## src/rtl/sram_bist_pkg.sv

```systemverilog
// Shared definitions for the March C- SRAM BIST controller: FSM states and
// the per-element march table (bit i of each vector describes element i).
package sram_bist_pkg;

    typedef enum logic [1:0] {
        ST_IDLE  = 2'd0,
        ST_RUN   = 2'd1,
        ST_DRAIN = 2'd2,
        ST_DONE  = 2'd3
    } bist_state_e;

    localparam int unsigned NUM_ELEMS = 6;
    localparam logic [2:0]  LAST_ELEM = 3'(NUM_ELEMS - 1);

    // Tables are padded to 8 entries so any 3-bit element index is in range.
    // E0 up(w0)  E1 up(r0,w1)  E2 up(r1,w0)  E3 down(r0,w1)  E4 down(r1,w0)  E5 up(r0)
    localparam logic [7:0] ELEM_DOWN      = 8'b0001_1000;
    localparam logic [7:0] ELEM_HAS_READ  = 8'b0011_1110;
    localparam logic [7:0] ELEM_READ_VAL  = 8'b0001_0100;
    localparam logic [7:0] ELEM_HAS_WRITE = 8'b0001_1111;
    localparam logic [7:0] ELEM_WRITE_VAL = 8'b0000_1010;

endpackage

```

## src/rtl/sram_bist_addr_gen.sv

```systemverilog
// Up/down address counter for the march elements. A load picks the direction
// and jumps to that direction's start address; last_o flags the terminal
// address for the direction currently loaded.
module sram_bist_addr_gen #(
    parameter int P_ADDR_WIDTH = 14
) (
    input  logic                    clk_i,
    input  logic                    srst_i,
    input  logic                    load_i,
    input  logic                    load_down_i,
    input  logic                    step_i,
    output logic [P_ADDR_WIDTH-1:0] addr_o,
    output logic                    last_o
);

    localparam logic [P_ADDR_WIDTH-1:0] ADDR_ONE = {{(P_ADDR_WIDTH-1){1'b0}}, 1'b1};

    logic [P_ADDR_WIDTH-1:0] addr_q;
    logic                    down_q;

    // Load has priority over step so an element change never double-moves.
    always_ff @(posedge clk_i) begin
        if (srst_i) begin
            addr_q <= '0;
            down_q <= 1'b0;
        end else if (load_i) begin
            down_q <= load_down_i;
            addr_q <= load_down_i ? '1 : '0;
        end else if (step_i) begin
            addr_q <= down_q ? (addr_q - ADDR_ONE) : (addr_q + ADDR_ONE);
        end
    end

    assign addr_o = addr_q;
    assign last_o = down_q ? (addr_q == '0) : (addr_q == '1);

endmodule

```

## src/rtl/sram_march_bist_ctrl.sv

```systemverilog
// March C- BIST controller for the single-port bit-masked SRAM macro. Drives
// the macro's BIST port group one op per cycle, compares registered read data
// one cycle after each read, and reports pass/fail plus first failing
// address and element.
module sram_march_bist_ctrl #(
    parameter int P_DATA_WIDTH = 24,
    parameter int P_ADDR_WIDTH = 14
) (
    input  logic                    A_CLK,
    input  logic                    A_RST,
    input  logic                    A_START,
    input  logic [P_DATA_WIDTH-1:0] A_DOUT,
    output logic                    A_BIST_EN,
    output logic [P_ADDR_WIDTH-1:0] A_BIST_ADDR,
    output logic [P_DATA_WIDTH-1:0] A_BIST_DIN,
    output logic [P_DATA_WIDTH-1:0] A_BIST_BM,
    output logic                    A_BIST_MEN,
    output logic                    A_BIST_WEN,
    output logic                    A_BIST_REN,
    output logic                    A_BIST_CLK,
    output logic                    A_BUSY,
    output logic                    A_DONE,
    output logic                    A_FAIL,
    output logic [P_ADDR_WIDTH-1:0] A_FAIL_ADDR,
    output logic [2:0]              A_FAIL_ELEM
);

    import sram_bist_pkg::*;

    bist_state_e             state_q;
    logic [2:0]              elem_q;
    logic                    phase_wr_q;   // current op is the write half of its address
    logic                    en_q, men_q, wen_q, ren_q, busy_q, done_q, fail_q;
    logic [P_DATA_WIDTH-1:0] din_q, bm_q;
    logic [P_ADDR_WIDTH-1:0] fail_addr_q;
    logic [2:0]              fail_elem_q;

    // Read-compare pipeline: describes the read issued in the previous cycle.
    logic                    pv_q, pexp_q;
    logic [P_ADDR_WIDTH-1:0] paddr_q;
    logic [2:0]              pelem_q;

    logic [P_ADDR_WIDTH-1:0] cur_addr;
    logic                    addr_last;
    logic                    start_acc, in_run;
    logic                    op_last_at_addr, elem_done, test_done;
    logic [2:0]              nxt_elem;
    logic                    nxt_wr;
    logic                    ag_load, ag_down, ag_step;
    logic                    mismatch;

    assign in_run          = (state_q == ST_RUN);
    assign start_acc       = A_START && ((state_q == ST_IDLE) || (state_q == ST_DONE));
    assign op_last_at_addr = phase_wr_q || !ELEM_HAS_WRITE[elem_q];
    assign elem_done       = op_last_at_addr && addr_last;
    assign test_done       = elem_done && (elem_q == LAST_ELEM);
    assign nxt_elem        = elem_done ? (elem_q + 3'd1) : elem_q;
    assign nxt_wr          = op_last_at_addr ? !ELEM_HAS_READ[nxt_elem] : 1'b1;

    assign ag_load = start_acc || (in_run && elem_done && !test_done);
    assign ag_down = start_acc ? ELEM_DOWN[0] : ELEM_DOWN[nxt_elem];
    assign ag_step = in_run && op_last_at_addr && !addr_last;

    assign mismatch = pv_q && (A_DOUT != {P_DATA_WIDTH{pexp_q}});

    sram_bist_addr_gen #(
        .P_ADDR_WIDTH (P_ADDR_WIDTH)
    ) u_addr_gen (
        .clk_i       (A_CLK),
        .srst_i      (A_RST),
        .load_i      (ag_load),
        .load_down_i (ag_down),
        .step_i      (ag_step),
        .addr_o      (cur_addr),
        .last_o      (addr_last)
    );

    // Control FSM: sequences march ops, registers all macro-side outputs and
    // tracks the sticky pass/fail result.
    always_ff @(posedge A_CLK) begin
        if (A_RST) begin
            state_q     <= ST_IDLE;
            elem_q      <= '0;
            phase_wr_q  <= 1'b0;
            en_q        <= 1'b0;
            men_q       <= 1'b0;
            wen_q       <= 1'b0;
            ren_q       <= 1'b0;
            din_q       <= '0;
            bm_q        <= '0;
            busy_q      <= 1'b0;
            done_q      <= 1'b0;
            fail_q      <= 1'b0;
            fail_addr_q <= '0;
            fail_elem_q <= '0;
            pv_q        <= 1'b0;
            pexp_q      <= 1'b0;
            paddr_q     <= '0;
            pelem_q     <= '0;
        end else begin
            pv_q    <= in_run && ren_q;
            pexp_q  <= ELEM_READ_VAL[elem_q];
            paddr_q <= cur_addr;
            pelem_q <= elem_q;

            if (mismatch) begin
                fail_q <= 1'b1;
                if (!fail_q) begin
                    fail_addr_q <= paddr_q;
                    fail_elem_q <= pelem_q;
                end
            end

            case (state_q)
                ST_IDLE, ST_DONE: begin
                    if (A_START) begin
                        state_q     <= ST_RUN;
                        fail_q      <= 1'b0;
                        fail_addr_q <= '0;
                        fail_elem_q <= '0;
                        done_q      <= 1'b0;
                        busy_q      <= 1'b1;
                        en_q        <= 1'b1;
                        bm_q        <= '1;
                        men_q       <= 1'b1;
                        elem_q      <= '0;
                        phase_wr_q  <= !ELEM_HAS_READ[0];
                        wen_q       <= !ELEM_HAS_READ[0];
                        ren_q       <= ELEM_HAS_READ[0];
                        din_q       <= {P_DATA_WIDTH{ELEM_WRITE_VAL[0]}};
                    end
                end
                ST_RUN: begin
                    if (test_done) begin
                        state_q <= ST_DRAIN;
                        men_q   <= 1'b0;
                        wen_q   <= 1'b0;
                        ren_q   <= 1'b0;
                        din_q   <= '0;
                    end else begin
                        elem_q     <= nxt_elem;
                        phase_wr_q <= nxt_wr;
                        wen_q      <= nxt_wr;
                        ren_q      <= !nxt_wr;
                        din_q      <= nxt_wr ? {P_DATA_WIDTH{ELEM_WRITE_VAL[nxt_elem]}} : '0;
                    end
                end
                ST_DRAIN: begin
                    state_q <= ST_DONE;
                    busy_q  <= 1'b0;
                    done_q  <= 1'b1;
                    en_q    <= 1'b0;
                    bm_q    <= '0;
                end
            endcase
        end
    end

    assign A_BIST_EN   = en_q;
    assign A_BIST_ADDR = cur_addr;
    assign A_BIST_DIN  = din_q;
    assign A_BIST_BM   = bm_q;
    assign A_BIST_MEN  = men_q;
    assign A_BIST_WEN  = wen_q;
    assign A_BIST_REN  = ren_q;
    assign A_BIST_CLK  = A_CLK;
    assign A_BUSY      = busy_q;
    assign A_DONE      = done_q;
    assign A_FAIL      = fail_q;
    assign A_FAIL_ADDR = fail_addr_q;
    assign A_FAIL_ELEM = fail_elem_q;

endmodule
```

## config.mk

```make
export PLATFORM = sky130hd
export DESIGN_NAME = sram_march_bist_ctrl
export DESIGN_NICKNAME = d
export VERILOG_FILES = /design/src/rtl/sram_bist_pkg.sv /design/src/rtl/sram_bist_addr_gen.sv /design/src/rtl/sram_march_bist_ctrl.sv
export SDC_FILE = /design/constraint.sdc
export NUM_CORES = 1
export LEC_CHECK = 0
export BUFFER_PORTS_ARGS = -buffer_cell sky130_fd_sc_hd__buf_4
export CAP_MARGIN = 20
export CORE_ASPECT_RATIO = 1.75
export CORE_MARGIN = 2
export CORE_UTILIZATION = 50
export DETAILED_ROUTE_END_ITERATION = 8
export PLACE_DENSITY = 0.78
export SYNTH_ARGS = -nofsm -noshare
export SYNTH_HDL_FRONTEND = slang
export SYNTH_SLANG_ARGS = --single-unit
```

## constraint.sdc

```tcl
create_clock -name A_CLK -period 5.05 [get_ports A_CLK]
set_input_delay 0.7575 -clock A_CLK [delete_from_list [all_inputs] [get_ports A_CLK]]
set_output_delay 0.7575 -clock A_CLK [all_outputs]
set_load 0.05 [all_outputs]
```

# ---- After elaboration in Yosys (flattened, before gate mapping)
# Memory sizes are Yosys's and may differ from the RTL's. A register that Yosys moved wholly into a read port is not among the register bits.
# Cells that the tools add are included.
# W data, S select, Z words.
dict set report word_totals {
  memories 5
  register_bits 110
  latchBits 0
  input_bits 27
  mem_bits_ro 40
  word_cells 114
  ram_bits 0
}
# name words width read_ports rd_ports_with_merged_regs wr line
set mem_list {}
lappend mem_list {{(no name shown)} 8 1 1 0 0 sram_march_bist_ctrl.sv:145} ;# din_q <= nxt_wr ? {P_DATA_WIDTH{ELEM_WRITE_VAL[nxt_elem]}} : '0;
lappend mem_list {{(no name shown)} 8 1 1 1 0 sram_march_bist_ctrl.sv:102} ;# pexp_q <= ELEM_READ_VAL[elem_q];
lappend mem_list {{(no name shown)} 8 1 1 0 0 sram_march_bist_ctrl.sv:61} ;# assign ag_down = start_acc ? ELEM_DOWN[0] : ELEM_DOWN[nxt_elem];
lappend mem_list {{(no name shown)} 8 1 1 0 0 sram_march_bist_ctrl.sv:58} ;# assign nxt_wr = op_last_at_addr ? !ELEM_HAS_READ[nxt_elem] : 1'b1;
lappend mem_list {{(no name shown)} 8 1 1 1 0 sram_march_bist_ctrl.sv:54} ;# assign op_last_at_addr = phase_wr_q || !ELEM_HAS_WRITE[elem_q];
dict set report classes {
  mul 0
  n_addsub 3
  n_lt_le_gt_ge 2
  n_bitwise 0
  reduce_logical 28
  div 0
  eq_ne 9
  muxes 49
  shifts 0
}
# operator count
set ops {}
lappend ops {{$mux W14} 8}
lappend ops {{$mux W24} 4}
lappend ops {{$pmux W24 S2} 2}
lappend ops {{$mux W3} 9}
lappend ops {{$ne A24 B24 Y1} 1}
lappend ops {{$mux W1} 16}
lappend ops {{$add A14 B1 Y14 const B} 1}
lappend ops {{$eq A14 B14 Y1 const B} 1}
lappend ops {{$logic_not A14 Y1} 1}
lappend ops {{$sub A14 B1 Y14 const B} 1}
lappend ops {{$pmux W1 S2} 6}
lappend ops {{$logic_and A1 B1 Y1} 9}
lappend ops {{$lt A3 B4 Y1 const B} 2}
lappend ops {{$pmux W2 S3} 1}
lappend ops {{$pmux W3 S2} 1}
lappend ops {{$reduce_and A2 Y1} 3}
lappend ops {{$reduce_and A3 Y1} 2}
lappend ops {{$reduce_bool A2 Y1} 3}
lappend ops {{$logic_not A1 Y1} 5}
lappend ops {{$eq A2 B2 Y1 const B} 2}
lappend ops {{$mux W2} 2}
lappend ops {{$ne A2 B2 Y1 const B} 2}
lappend ops {{$add A3 B1 Y3 const B} 1}
lappend ops {{$eq A3 B3 Y1 const B} 1}
lappend ops {{other kinds (5)} 7}

# ---- Logic depth before layout (Yosys ltp)
# Gate-level depths: netlist (run 1).
dict set report depth {
  depth_word 13
  mapped_depth 10
  ltp_nobuf 9
}

# ---- Hierarchy
# From an unflattened synthesis (run 1), not the netlist that was laid out.
dict set report hier_totals {
  cells_unflattened 420
  hier_area_um2 3612.2
}
# module cells_each instances area_each_um2
set by_module_without_submodules {}
lappend by_module_without_submodules {sram_march_bist_ctrl 259 1 2349.8}
lappend by_module_without_submodules {sram_bist_addr_gen 161 1 1262.5}

==> flow_summary_export.csv, run 1 <==
group,metric,value,unit
clock_network,clk_pin_slew_worst_paths,0.05,ns
detailed_routing,avgViaCountPerCell,5.56,
placement,portBuffers,113,
worst_hold_path,hold_class,"reg2reg",
critical_path,critical_path_class,"clk2out",
layout,final_util,62.0,%
synth,synth_cell_types,61,
detailed_routing,vias,3297,
detailed_routing,first_pass_iters,4,
floorplanning,rows,42,
global_routing,grt_start_max_net_pins,43,
synth,yosys-top-cells-area,"dfxtp_1 34%, buf_4 10%, ha_1 6.3%, nor2_1 6.0%, mux2i_1 4.8%",
sta,setup_tns,0,ns
sta,finalSetupViolations,0,
global_routing,grt_pass1_vias,3114,
power,max-vdd-ir-drop,0.000659,V
clock_network,clock_latency,0.44,ns
layout,nets,549,
synth,synthArstFlopShare,0,%
sta,holdWs,0.462,ns
placement,place_inst,576,
global_routing,grt_pass1_wl,14000,µm
clock_network,cts_tree,"done",
floorplanning,io-pin-count,114,
detailed_routing,detail-route-antenna-nets,0,
layout,n_antenna_cell,0,
sta,slew_headroom,32.4,%
critical_path,worstPathRequired,4.29,ns
worst_hold_path,hold_depth,2,
layout,n_fill_cell,628,
layout,area_growth,22.3,%
critical_path,critical_path.max_fanout,2,
detailed_routing,wirelength,8700,µm
critical_path,cp-start-kind,"clock port",
placement,dp_hpwl,6460,µm
clock_network,post_cts_buffers,0,
floorplanning,die_h,119,µm
power,power.density,607,mW/mm²
sta,rsz0062_at_grt,"false",
critical_path,arrival,2.95,ns
sta,final_max_slew_viol_count,0,
critical_path,endpoint_kind,"output pin",
synth,ys_seq_area_share,34.4,%
floorplanning,initial_core_util,50.7,%
global_routing,grt.overflow.total,0,
floorplanning,core_area,0.00746,mm²
layout,drive_gt1_share,27.7,%
synth,syn_area,0.00378,mm²
placement,placed_area,0.00426,mm²
synth,synth_top_area_share,34.4,%
sta,timing.final.hold_violations,0,
synth,syn_nets,489,
synth,synth_ff_type,"dfxtp_1",
detailed_routing,drc_errors,0,
clock_network,cts_resized,0,
synth,synth_seq_cells,65,
placement,gp_congestion,0.873,
layout,layoutNonFillerInstCount,593,
power,p_leak,2.12,nW
layout,fin_area,0.00462,mm²
synth,synthTopCellsByCount,"65 x dfxtp_1, 60 x nor2_1, 51 x buf_4, 22 x nor3_1, 20 x a21oi_1",
synth,syn_avg_cell_area,8.55,µm²
synth,synth_edf_count,0,
detailed_routing,routedWlPerCell,14.7,µm
detailed_routing,drt_iter0_drc,107,
run_status,outcome,"complete, no violations",
synth,syn-instance-count,442,
synth,yosysMostFrequentCell,"dfxtp_1",
sta,tightest_slew,1.01,ns
sta,finalClockSkew,0.00461,ns
global_routing,antenna_found_initial,0,
floorplanning,die_w,69.7,µm
synth,synth_top_cell_by_area,"dfxtp_1",
floorplanning,dieArea,0.00830,mm²
synth,yosys_warnings,0,
global_routing,grt_usage,20.9,%
flow_run,cap_viol_max_count,0,
clock_network,hold_buffers,0,
critical_path,reg2reg_depth,8,
==> per-layer routing <==
metal  GRT usage [%]  part of all wire (%)  up-vias
met4            11.9                   2.5        0
met3            5.75                   6.3       22
met2            38.5                    53      127
met1            20.5                    38     1514
li1                -                     -     1634
met5               0                     0        -
==> state kept, by name (all words and copies together) (netlist names), named ones only <==
register,flops
A_BIST_REN,1
A_BIST_BM,1
pexp_q,1
state_q,2
A_FAIL_ADDR,14
elem_q,3
A_BIST_MEN,1
A_FAIL_ELEM,3
paddr_q,14
pv_q,1
pelem_q,3
phase_wr_q,1
A_BIST_DIN,1
A_FAIL,1
u_addr_gen.addr_o,14
u_addr_gen.down_q,1
A_DONE,1
A_BIST_WEN,1
==> layout by cell type, fill, tap and decap left out, types with 5 or more instances in the layout <==
cell type	instances
xnor2_1	10
nor2b_1	16
dfxtp_1	65
nor2_1	60
a211oi_1	13
ha_1	19
nand4_1	7
nor4_1	7
o21ai_0	14
o21a_1	5
a21oi_1	20
nand3_1	10
mux2i_1	18
buf_4	113
inv_1	12
nand2_1	14
a21o_1	5
clkbuf_16	12
nor3_1	22
==> final timing paths <==
| path | startpoint | end | slack (ns) |
|---|---|---|---|
| hold reg to reg | pelem_q[1] | A_FAIL_ELEM[1] | 0.46 |
| hold / removal | pelem_q[1] | A_FAIL_ELEM[1] | 0.46 |
| setup / recovery | A_CLK | A_BIST_CLK | 1.34 |
| setup reg to reg | u_addr_gen.down_q | u_addr_gen.addr_o[8] | 2.28 |
==> logic make-up after synthesis <==
family                     count (synthesis)  synth area share [%]
and+or+nand+nor                          156                  20.5
AOI/OAI and AO/OA                         91                  16.8
buffers and inverters                     80                  13.9
DFF                                       65                  34.4
adders and majority gates                 20                  6.82
muxes                                     18                  4.76
xor gates and xnor gates                  12                  2.78
==> layout make-up <==
cell class | instances | area (µm²) | area share, %
Sequential cell | 65 | 1300 | 28.1
Clock buffer | 15 | 325 | 7.04
Timing Repair Buffer | 112 | 841 | 18.2
Inverter | 13 | 48.8 | 1.06
Tap cell | 88 | 110 | 2.38
Multi-Input combinational cell | 297 | 1950 | 42.3
Clock inverter | 3 | 42.5 | 0.920
==> stage by stage <==
| step | worst slack (ns) | total power [mW] |
|---|---|---|
| global route | 1.34 | 2.94 |
| detailed placement | 1.60 | 2.10 |
| CTS | 1.34 | 2.82 |
| finish | 1.34 | 2.80 |
| floorplan | 1.60 | 1.87 |
| global placement | 1.60 | 2.07 |
==> report_power, final <==
group / leakage (nW) / internal [mW] / switching (mW)
sequential: 0.529 / 0.608 / 0.132
combinational: 1.41 / 0.401 / 0.911
clock: 0.179 / 0.500 / 0.253
==> critical path, cell delays in order <==
cell	delay, ns
clkbuf_16	0.12
clkbuf_16	0.13
buf_4	0.18
No activity file was read; power rests on OpenSTA's default activity.
==> run 2, diff against run 1 <==
- clock period: 5.05 -> 3.7 ns (I/O delays scaled with it)
==> flow_summary_export.csv, run 2 (synthesis gave the netlist of run 1 again) <==
group,metric,value,unit
clock_network,cts_tree,"done",
critical_path,critPathMaxStageDelay,0.18,ns
critical_path,crit_slowest_cell,"buf_4",
placement,gp_congestion,0.886,
critical_path,worstPathRequired,3.14,ns
sta,holdWs,0.460,ns
layout,register_area,0.00130,mm²
layout,area_growth,22.8,%
clock_network,cts_resized,0,
global_routing,grt.overflow.total,0,
sta,tightest_slew,0.830,ns
floorplanning,die_w,69.7,µm
placement,place_inst,577,
power,power.density,829,mW/mm²
sta,layout_setup_ws,0.871,ns
placement,dp_hpwl,6270,µm
critical_path,critical_path_class,"clk2out",
layout,nets,550,
flow_run,cap_viol_max_count,0,
critical_path,critical_path.max_fanout,2,
floorplanning,die_h,119,µm
floorplanning,dieArea,0.00830,mm²
sta,rsz0062_at_grt,"false",
critical_path,crit_top_cell,"clkbuf_16",
global_routing,grt_start_max_net_pins,43,
power,p_leak,2.12,nW
critical_path,cp-start-kind,"clock port",
sta,setup_tns,0,ns
critical_path,crit_family,"buffers and inverters",
sta,timing.final.hold_violations,0,
floorplanning,initial_core_util,50.7,%
clock_network,clk_pin_slew_worst_paths,0.05,ns
layout,final_common_cell,"buf_4",
floorplanning,core_area,0.00746,mm²
placement,portBuffers,113,
layout,multi_input_area,0.00195,mm²
layout,layoutNonFillerInstCount,596,
layout,fin_area,0.00464,mm²
global_routing,grt_usage,20.9,%
global_routing,grt_pass1_vias,3082,
detailed_routing,drc_errors,0,
detailed_routing,detail-route-antenna-nets,0,
critical_path,critical_path_buf_inv_count,3,
critical_path,endpoint_kind,"output pin",
detailed_routing,first_pass_iters,4,
power,total_power,3.85,mW
sta,finalSetupViolations,0,
detailed_routing,routedWlPerCell,14.6,µm
layout,mostFrequentLayoutCells,"114 x buf_4, 65 x dfxtp_1, 60 x nor2_1, 22 x nor3_1, 20 x a21oi_1",
detailed_routing,drt_iter0_drc,109,
detailed_routing,vias,3328,
clock_network,post_cts_buffers,0,
clock_network,hold_buffers,0,
critical_path,path_cells,"clkbuf_16 > clkbuf_16 > buf_4",
run_status,outcome,"complete, no violations",
global_routing,antenna_found_initial,0,
layout,drive_gt1_share,28.1,%
detailed_routing,avgViaCountPerCell,5.58,
layout,n_fill_cell,622,
power,max-vdd-ir-drop,0.000864,V
sta,final_max_slew_viol_count,0,
detailed_routing,wirelength,8680,µm
placement,dp_slack,1.01,ns
sta,finalClockSkew,0.00694,ns
floorplanning,rows,42,
floorplanning,io-pin-count,114,
layout,n_antenna_cell,0,
layout,final_util,62.2,%
placement,placed_area,0.00427,mm²
sta,slew_headroom,44.6,%
critical_path,arrival,2.27,ns
worst_hold_path,hold_class,"reg2reg",
global_routing,grt_pass1_wl,14200,µm
clock_network,clock_latency,0.44,ns
## run 2: changes by cell type in the layout (fill, tap and decap cells not counted), sizes merged
cell / change
clkinvlp: +1
inv: +1
buf: +1
clkbuf: -1
clkinv: +1
## run 2: final cells by class
class                   instances  share of cell area, %
clock buffers                  14                   6.71
well taps                      88                   2.37
inverters                      13                   1.05
flip-flops and latches         65                   28.0
repair buffers                113                   18.3
multi-input cells             297                   42.1
clock inverters                 6                   1.46
## run 2: routing by layer
| layer | vias up | wire [µm] | global-route usage (%) |
|---|---|---|---|
| li1 | 1636 | - | - |
| met1 | 1549 | 3430 | 23.0 |
| met2 | 127 | 4570 | 37.1 |
| met3 | 16 | 518 | 5.08 |
| met4 | 0 | 161 | 10.2 |
| met5 | - | 0 | 0 |
## run 2: worst paths after layout
| path | startpoint | to | slack, ns | depth (start not counted) |
|---|---|---|---|---|
| setup reg to reg | u_addr_gen.down_q | u_addr_gen.addr_o[8] | 0.95 | 8 |
| setup / recovery | A_CLK | A_BIST_CLK | 0.87 | 3 |
| hold reg to reg | pelem_q[2] | A_FAIL_ELEM[2] | 0.46 | 2 |
| hold / removal | pelem_q[2] | A_FAIL_ELEM[2] | 0.46 | 2 |
## run 2: where the power goes
part           leakage (nW)  switching (mW)  internal [mW]
combinational          1.41            1.24          0.548
sequential            0.529           0.189          0.828
clock                 0.181           0.370          0.675
## run 2: worst reg2reg max path: stages, from the launching register on
cell,delay (ns)
dfxtp_1,0.71
ha_1,0.40
nor2b_1,0.17
o31a_1,0.28
o21ai_0,0.34
nor2_1,0.07
or3_1,0.30
a311oi_1,0.27
nor3_1,0.08
